[src/rtl/project1.sv]
`timescale 1ns/1ps
// project1: 640x480 VGA test-pattern generator with LED/seven-segment switch readback.
// Define FRAME_COUNTER_DISPLAY_EN to show a 16-bit frame counter on HEX3..HEX0.
module project1 #(
   parameter logic [9:0] hVisible   = 10'd640,
   parameter logic [9:0] hSyncStart = 10'd656,
   parameter logic [9:0] hSyncEnd   = 10'd751,
   parameter logic [9:0] hTotal     = 10'd800,
   parameter logic [9:0] vVisible   = 10'd480,
   parameter logic [9:0] vSyncStart = 10'd490,
   parameter logic [9:0] vSyncEnd   = 10'd491,
   parameter logic [9:0] vTotal     = 10'd525
) (
   input  logic       CLOCK_50,
   input  logic [3:0] KEY,
   input  logic [9:0] SW,
   output logic [9:0] LEDR,
   output logic [6:0] HEX0,
   output logic [6:0] HEX1,
   output logic [6:0] HEX2,
   output logic [6:0] HEX3,
   output logic [6:0] HEX4,
   output logic [6:0] HEX5,
   output logic       VGA_CLK,
   output logic       VGA_HS,
   output logic       VGA_VS,
   output logic       VGA_BLANK_N,
   output logic       VGA_SYNC_N,
   output logic [7:0] VGA_R,
   output logic [7:0] VGA_G,
   output logic [7:0] VGA_B
);

   logic       rst;
   logic       pixEn;
   logic [9:0] hCount;
   logic [9:0] vCount;
   logic       hLast;
   logic       vLast;
   logic       visible;
   logic [2:0] bar;
   logic [7:0] rNext;
   logic [7:0] gNext;
   logic [7:0] bNext;
   logic       unusedKeys;

   function automatic logic [6:0] hexSeg(input logic [3:0] d);
      logic [6:0] s;
      case (d)
         4'h0:    s = 7'b1000000;
         4'h1:    s = 7'b1111001;
         4'h2:    s = 7'b0100100;
         4'h3:    s = 7'b0110000;
         4'h4:    s = 7'b0011001;
         4'h5:    s = 7'b0010010;
         4'h6:    s = 7'b0000010;
         4'h7:    s = 7'b1111000;
         4'h8:    s = 7'b0000000;
         4'h9:    s = 7'b0010000;
         4'hA:    s = 7'b0001000;
         4'hB:    s = 7'b0000011;
         4'hC:    s = 7'b1000110;
         4'hD:    s = 7'b0100001;
         4'hE:    s = 7'b0000110;
         default: s = 7'b0001110;
      endcase
      return s;
   endfunction

   assign unusedKeys = ^KEY[3:1];
   assign VGA_SYNC_N = 1'b0;
   assign VGA_CLK    = pixEn;

   // Pushbutton is active-low; one register stage gives the synchronous reset.
   always_ff @(posedge CLOCK_50) begin
      rst <= ~KEY[0];
   end

   always_ff @(posedge CLOCK_50) begin
      if (rst) pixEn <= 1'b0;
      else     pixEn <= ~pixEn;
   end

   assign hLast = (hCount == hTotal - 10'd1);
   assign vLast = (vCount == vTotal - 10'd1);

   always_ff @(posedge CLOCK_50) begin
      if (rst) begin
         hCount <= '0;
         vCount <= '0;
      end else if (pixEn) begin
         if (hLast) begin
            hCount <= '0;
            vCount <= vLast ? 10'd0 : vCount + 10'd1;
         end else begin
            hCount <= hCount + 10'd1;
         end
      end
   end

   assign visible = (hCount < hVisible) && (vCount < vVisible);

   // Bar index is hcount/80, built from compares instead of a divider.
   always_comb begin
      bar = 3'd7;
      if      (hCount < 10'd80)  bar = 3'd0;
      else if (hCount < 10'd160) bar = 3'd1;
      else if (hCount < 10'd240) bar = 3'd2;
      else if (hCount < 10'd320) bar = 3'd3;
      else if (hCount < 10'd400) bar = 3'd4;
      else if (hCount < 10'd480) bar = 3'd5;
      else if (hCount < 10'd560) bar = 3'd6;
   end

   always_comb begin
      rNext = 8'h00;
      gNext = 8'h00;
      bNext = 8'h00;
      case (SW[9:8])
         2'b00: begin
            rNext = {8{SW[2]}};
            gNext = {8{SW[1]}};
            bNext = {8{SW[0]}};
         end
         2'b01: begin
            rNext = {8{bar[2]}};
            gNext = {8{bar[1]}};
            bNext = {8{bar[0]}};
         end
         2'b10: begin
            rNext = {8{hCount[5] ^ vCount[5]}};
            gNext = {8{hCount[5] ^ vCount[5]}};
            bNext = {8{hCount[5] ^ vCount[5]}};
         end
         default: begin
            rNext = hCount[9:2];
            gNext = hCount[9:2];
            bNext = hCount[9:2];
         end
      endcase
   end

   // Sync, blank and colour all sample the same counter values so they stay aligned.
   always_ff @(posedge CLOCK_50) begin
      if (rst) begin
         VGA_HS      <= 1'b1;
         VGA_VS      <= 1'b1;
         VGA_BLANK_N <= 1'b0;
         VGA_R       <= 8'h00;
         VGA_G       <= 8'h00;
         VGA_B       <= 8'h00;
         LEDR        <= '0;
      end else begin
         VGA_HS      <= ~((hCount >= hSyncStart) && (hCount <= hSyncEnd));
         VGA_VS      <= ~((vCount >= vSyncStart) && (vCount <= vSyncEnd));
         VGA_BLANK_N <= visible;
         VGA_R       <= visible ? rNext : 8'h00;
         VGA_G       <= visible ? gNext : 8'h00;
         VGA_B       <= visible ? bNext : 8'h00;
         LEDR        <= SW;
      end
   end

   assign HEX5 = hexSeg(SW[7:4]);
   assign HEX4 = hexSeg(SW[3:0]);

`ifdef FRAME_COUNTER_DISPLAY_EN
   logic [15:0] frameCount;

   always_ff @(posedge CLOCK_50) begin
      if (rst)                          frameCount <= '0;
      else if (pixEn && hLast && vLast) frameCount <= frameCount + 16'd1;
   end

   assign HEX0 = hexSeg(frameCount[3:0]);
   assign HEX1 = hexSeg(frameCount[7:4]);
   assign HEX2 = hexSeg(frameCount[11:8]);
   assign HEX3 = hexSeg(frameCount[15:12]);
`else
   assign HEX0 = 7'b1111111;
   assign HEX1 = 7'b1111111;
   assign HEX2 = 7'b1111111;
   assign HEX3 = 7'b1111111;
`endif

endmodule

[config.mk]
export PLATFORM = sky130hd
export DESIGN_NAME = project1
export DESIGN_NICKNAME = d
export VERILOG_FILES = /design/src/rtl/project1.sv
export SDC_FILE = /design/constraint.sdc
export NUM_CORES = 1
export LEC_CHECK = 0
export CORE_ASPECT_RATIO = 2
export CORE_MARGIN = 2
export CORE_UTILIZATION = 52
export CTS_BUF_LIST = sky130_fd_sc_hd__clkbuf_2
export DETAILED_ROUTE_END_ITERATION = 10
export HOLD_SLACK_MARGIN = 0.15
export PLACE_DENSITY = 0.95
export SLEW_MARGIN = 0
export SYNTH_ARGS = -nofsm -noshare
export SYNTH_HDL_FRONTEND = slang
export SYNTH_SLANG_ARGS = --single-unit
[constraint.sdc]
create_clock -name CLOCK_50 -period 3.55 [get_ports CLOCK_50]
set_input_delay 0.71 -clock CLOCK_50 [delete_from_list [all_inputs] [get_ports CLOCK_50]]
set_output_delay 0.71 -clock CLOCK_50 [all_outputs]
set_load 0.05 [all_outputs]
==> results of run 1 <==
[worst reg2reg max path, stage by stage, from the launching register on]
cell and delay (ps):
sky130_fd_sc_hd__dfxtp_1 640, sky130_fd_sc_hd__nor2_1 140, sky130_fd_sc_hd__o211ai_2 160, sky130_fd_sc_hd__buf_4 300, sky130_fd_sc_hd__a2111oi_0 150, sky130_fd_sc_hd__a31oi_2 400, sky130_fd_sc_hd__o21ai_1 140
[routing by layer]
layer | share of wire, % | global-route usage (%) | up-vias
li1 | - | - | 1224
met1 | 34 | 17.0 | 1180
met2 | 57 | 37.6 | 109
met3 | 5.1 | 5.65 | 25
met4 | 3.8 | 13.5 | 0
met5 | 0 | 0 | -
[power groups by stage]
stage                     combinational [uW]  sequential, uW  clock [uW]
after detailed placement                 358             705           0
final                                    360             691         636
after CTS                                360             691         636
after floorplan                          215             766           0
after global placement                   353             704           0
after global routing                     376             693         662
[how the worst max path moves through the flow]
stage | start | slack (ps) | depth (start not counted) | to
floorplan | SW[4] | 590 | 4 | HEX5[1]
CTS | SW[1] | 260 | 7 | HEX4[0]
detailed placement | SW[1] | 280 | 7 | HEX4[0]
finish | SW[1] | 240 | 7 | HEX4[0]
global placement | SW[1] | 340 | 7 | HEX4[0]
global route | SW[1] | 190 | 7 | HEX4[0]
[kinds of logic (layout without fill, tap and decap cells)]
kind of cell	after synthesis	after routing	share of synthesized area, %
adder cells (fa/ha/maj)	17	17	6.96
other	2	29	0.247
XOR/XNOR	15	15	4.32
AO/OA/AOI/OAI	69	69	14.4
AND/OR/NAND/NOR	111	111	19.5
multiplexers	7	7	3.13
flip-flops	59	59	38.9
buffers and inverters	67	103	12.6
[layout make-up]
class                           instances  area (sq um)
Fill cell                             407          1880
Multi-Input combinational cell        248          1580
Sequential cell                        59          1180
Timing Repair Buffer                   67           688
Clock inverter                          6           138
Tap cell                               61          76.3
Inverter                               20          75.1
Clock buffer                           10          50.0
[cells in the mapped netlist, types with 2 or more instances]
library cell               number  area, sq um
sky130_fd_sc_hd__nand2_1       21         78.8
sky130_fd_sc_hd__nand3_1        6         30.0
sky130_fd_sc_hd__inv_2          3         11.3
sky130_fd_sc_hd__o31a_1         2         17.5
sky130_fd_sc_hd__and2_1         3         18.8
sky130_fd_sc_hd__o21ai_1        8         40.0
sky130_fd_sc_hd__ha_1          16          200
sky130_fd_sc_hd__nand2b_1       3         18.8
sky130_fd_sc_hd__o21ai_0       14         70.1
sky130_fd_sc_hd__nor3b_2        2         25.0
sky130_fd_sc_hd__mux4_2         2         45.0
sky130_fd_sc_hd__a21oi_1       28          140
sky130_fd_sc_hd__inv_1         17         63.8
sky130_fd_sc_hd__buf_2          7         35.0
sky130_fd_sc_hd__dfxtp_1       59         1180
sky130_fd_sc_hd__buf_4         29          218
sky130_fd_sc_hd__buf_6          2         22.5
sky130_fd_sc_hd__xor2_1         2         17.5
sky130_fd_sc_hd__or3b_1         2         17.5
sky130_fd_sc_hd__mux2i_1        5         50.1
sky130_fd_sc_hd__xnor2_1       13          114
sky130_fd_sc_hd__clkbuf_1       8         30.0
sky130_fd_sc_hd__conb_1         2         7.51
sky130_fd_sc_hd__nor2_1        38          143
sky130_fd_sc_hd__nand4_1        5         31.3
sky130_fd_sc_hd__nor2b_1       10         62.6
sky130_fd_sc_hd__nand3b_1       2         15.0
sky130_fd_sc_hd__or3_1          3         18.8
sky130_fd_sc_hd__nor3_1         6         30.0
sky130_fd_sc_hd__o31ai_1        2         15.0
[registers in the layout (all words and copies together) (netlist names)]
register / count
VGA_R: 8
VGA_CLK: 1
VGA_HS: 1
rst: 1
VGA_B: 8
VGA_G: 8
VGA_BLANK_N: 1
hCount: 10
LEDR: 10
vCount: 10
VGA_VS: 1
[through the flow]
step / std cells / utilization [%] / hold slack, ps
after floorplan: 374 / - / 467
after global placement: 455 / 63.5 / 492
after detailed placement: 455 / 63.5 / 501
after CTS: 471 / 66.8 / 521
after global routing: 471 / 66.8 / 560
final: 471 / 66.8 / 511
==> results.md, run 1 <==
- Endpoint arrival time on the critical path: 2600 ps
- Vias: 2,538
- Post-route clock period utilization: 93.2%
- Number of distinct standard cells referenced by the synthesized netlist: 57
- Worst setup slack for register-to-register paths: 1530 ps
- Min Clock Period, post-route: 3310 ps
- End of the worst hold path: vCount[3]
- Critical Path Max Stage Delay: 530 ps
- Hold Violations, Final: 0
- Switching share of power: 30.8%
- Endpoint of the lowest-slack register-to-register path: VGA_B[7]
- PwrDens: 446 mW/mm^2
- Combinational power share: 21.4%
- Number of antenna violations at the first check in global routing: 0
- CP delay by family, top: buffers and inverters
- Sinks on the clock net: 59
- FFs w/ async S/R, synth: 0%
- Final wirelength: 6.35 mm
- Via-to-Cell Ratio: 5.39
- Number of levels in the clock H-tree: 3
- Top-Level Pins: 96
- Worst flop-to-flop path startpoint: hCount[7]
- Peak ir drop on the vdd network: 0.573 mV
- Setup WS post-layout: 240 ps
- Kind of end point of the critical path: primary output
- Vias in the first global route: 2,363
- Worst hold path cell count: 2
- # Post-CTS Setup Buffers: 0
- Flops & latches, synth: 59
- Type of the tightest min-delay check: reg -> reg
- First-pass GRT wire length: 10.1 mm
- Setup Viol. Count Final: 0
- Setup tns final: 0 ps
- Die Span X: 58.1 um
- Flop pwr share: 41.0%
- Number of enable-type register cells in the synthesized netlist: 0
- Clock slew at the register clock pins of the worst setup and hold paths: 160 ps
- Post-CTS sizing: 0
- Peak Freq: 0.302 GHz
- Worst Min Path Start: vCount[3]
- Starting density of the core: 53.7%
- Slew headroom: 56.0%
- Ordered list of cells on the worst path: clkdlybuf4s50_1 > inv_1 > ha_1 > nor2b_1 > or3b_2 > o21ai_0 > buf_12
- Slowest stage cell on the critical path: sky130_fd_sc_hd__clkdlybuf4s50_1
- Diode insertion count for antenna repair: 0
- Layout overhead on the synthesized area: 24.5%
- Total of hold buffers inserted after clock tree synthesis: 0
- Number of antenna-violating nets in the routed design: 0
- Congestion Overflow GR: 0
- Post-synth top flop: sky130_fd_sc_hd__dfxtp_1
- TritonCTS clock tree: yes
- Critical path fanouts, max: 6
- Run status: finished, final reports clean
- Class of the most critical setup path: in -> out
- Most frequent cells in the layout: sky130_fd_sc_hd__dfxtp_1, sky130_fd_sc_hd__clkdlybuf4s50_1, sky130_fd_sc_hd__nor2_1
- Max-cap violations: 0
- Clock Path Buffers: 2
- Post-Syn Area per Cell: 8.76 sq um
- Num CTS Buffers: 9
- Placed wire-length estimate after detailed placement: 4.65 mm
- Switching Power: 519 uW
- Post-synth design cell area: 0.00304 sq mm
- DR iter-0 viols: 92
- Die Y-Extent: 112 um
- Most frequent standard cell in the layout excluding fill and tap cells: sky130_fd_sc_hd__dfxtp_1
- Area of all placed cells without fillers: 0.00378 sq mm
- Clk network pwr share: 37.7%
- Initial DRT Pass Iterations: 5
- Data required time of the critical path: 2840 ps
- Total Die Area: 0.00651 sq mm
- Least-Margin Pin Slew: 657 ps
- CTS root buf: sky130_fd_sc_hd__clkbuf_2
- GRT Util Overall: 20.0%
- Buffers & Inverters on Critical Path: 3
- Worst reg2reg path depth: 6
- Final-stage net count: 436
- Largest net degree at the start of global routing: 28
- Post-placement setup slack: 277 ps
- Placement-stage cell area: 0.00360 sq mm
- Placeable core area: 0.00566 sq mm
- Final Skew: 23.7 ps
- PortBufs: 63
- Reported leakage power: 0.00153 uW
- Final Power: 1690 uW
- Placer's final routability congestion estimate: 0.776
- Critical Path Source Type: input pin
- Internal power component: 1170 uW
- RSZ-0062 raised after global routing: no
- Number of pins exceeding their max-slew limit in the final report: 0
- Number of warnings printed during yosys synthesis: 0
- Remaining DRCs: 0
- Clk_lat worst skew: 500 ps
- Standard-cell rows: 39
- Ratio of cells with drive above 1 in the final layout: 12.4%
- Drt wl/cell: 13.5 um
- Sequential cell area fraction in the yosys report: 38.9%
- Number of instances in the synthesized netlist: 347
No activity file was read; power rests on OpenSTA's default activity.
==> run 2, diff against run 1 <==
Settings changed: GPL_ROUTABILITY_DRIVEN set to 0.
==> results of run 2 <==
Same layout as run 1: the final DEF is identical, and so are final timing and power.
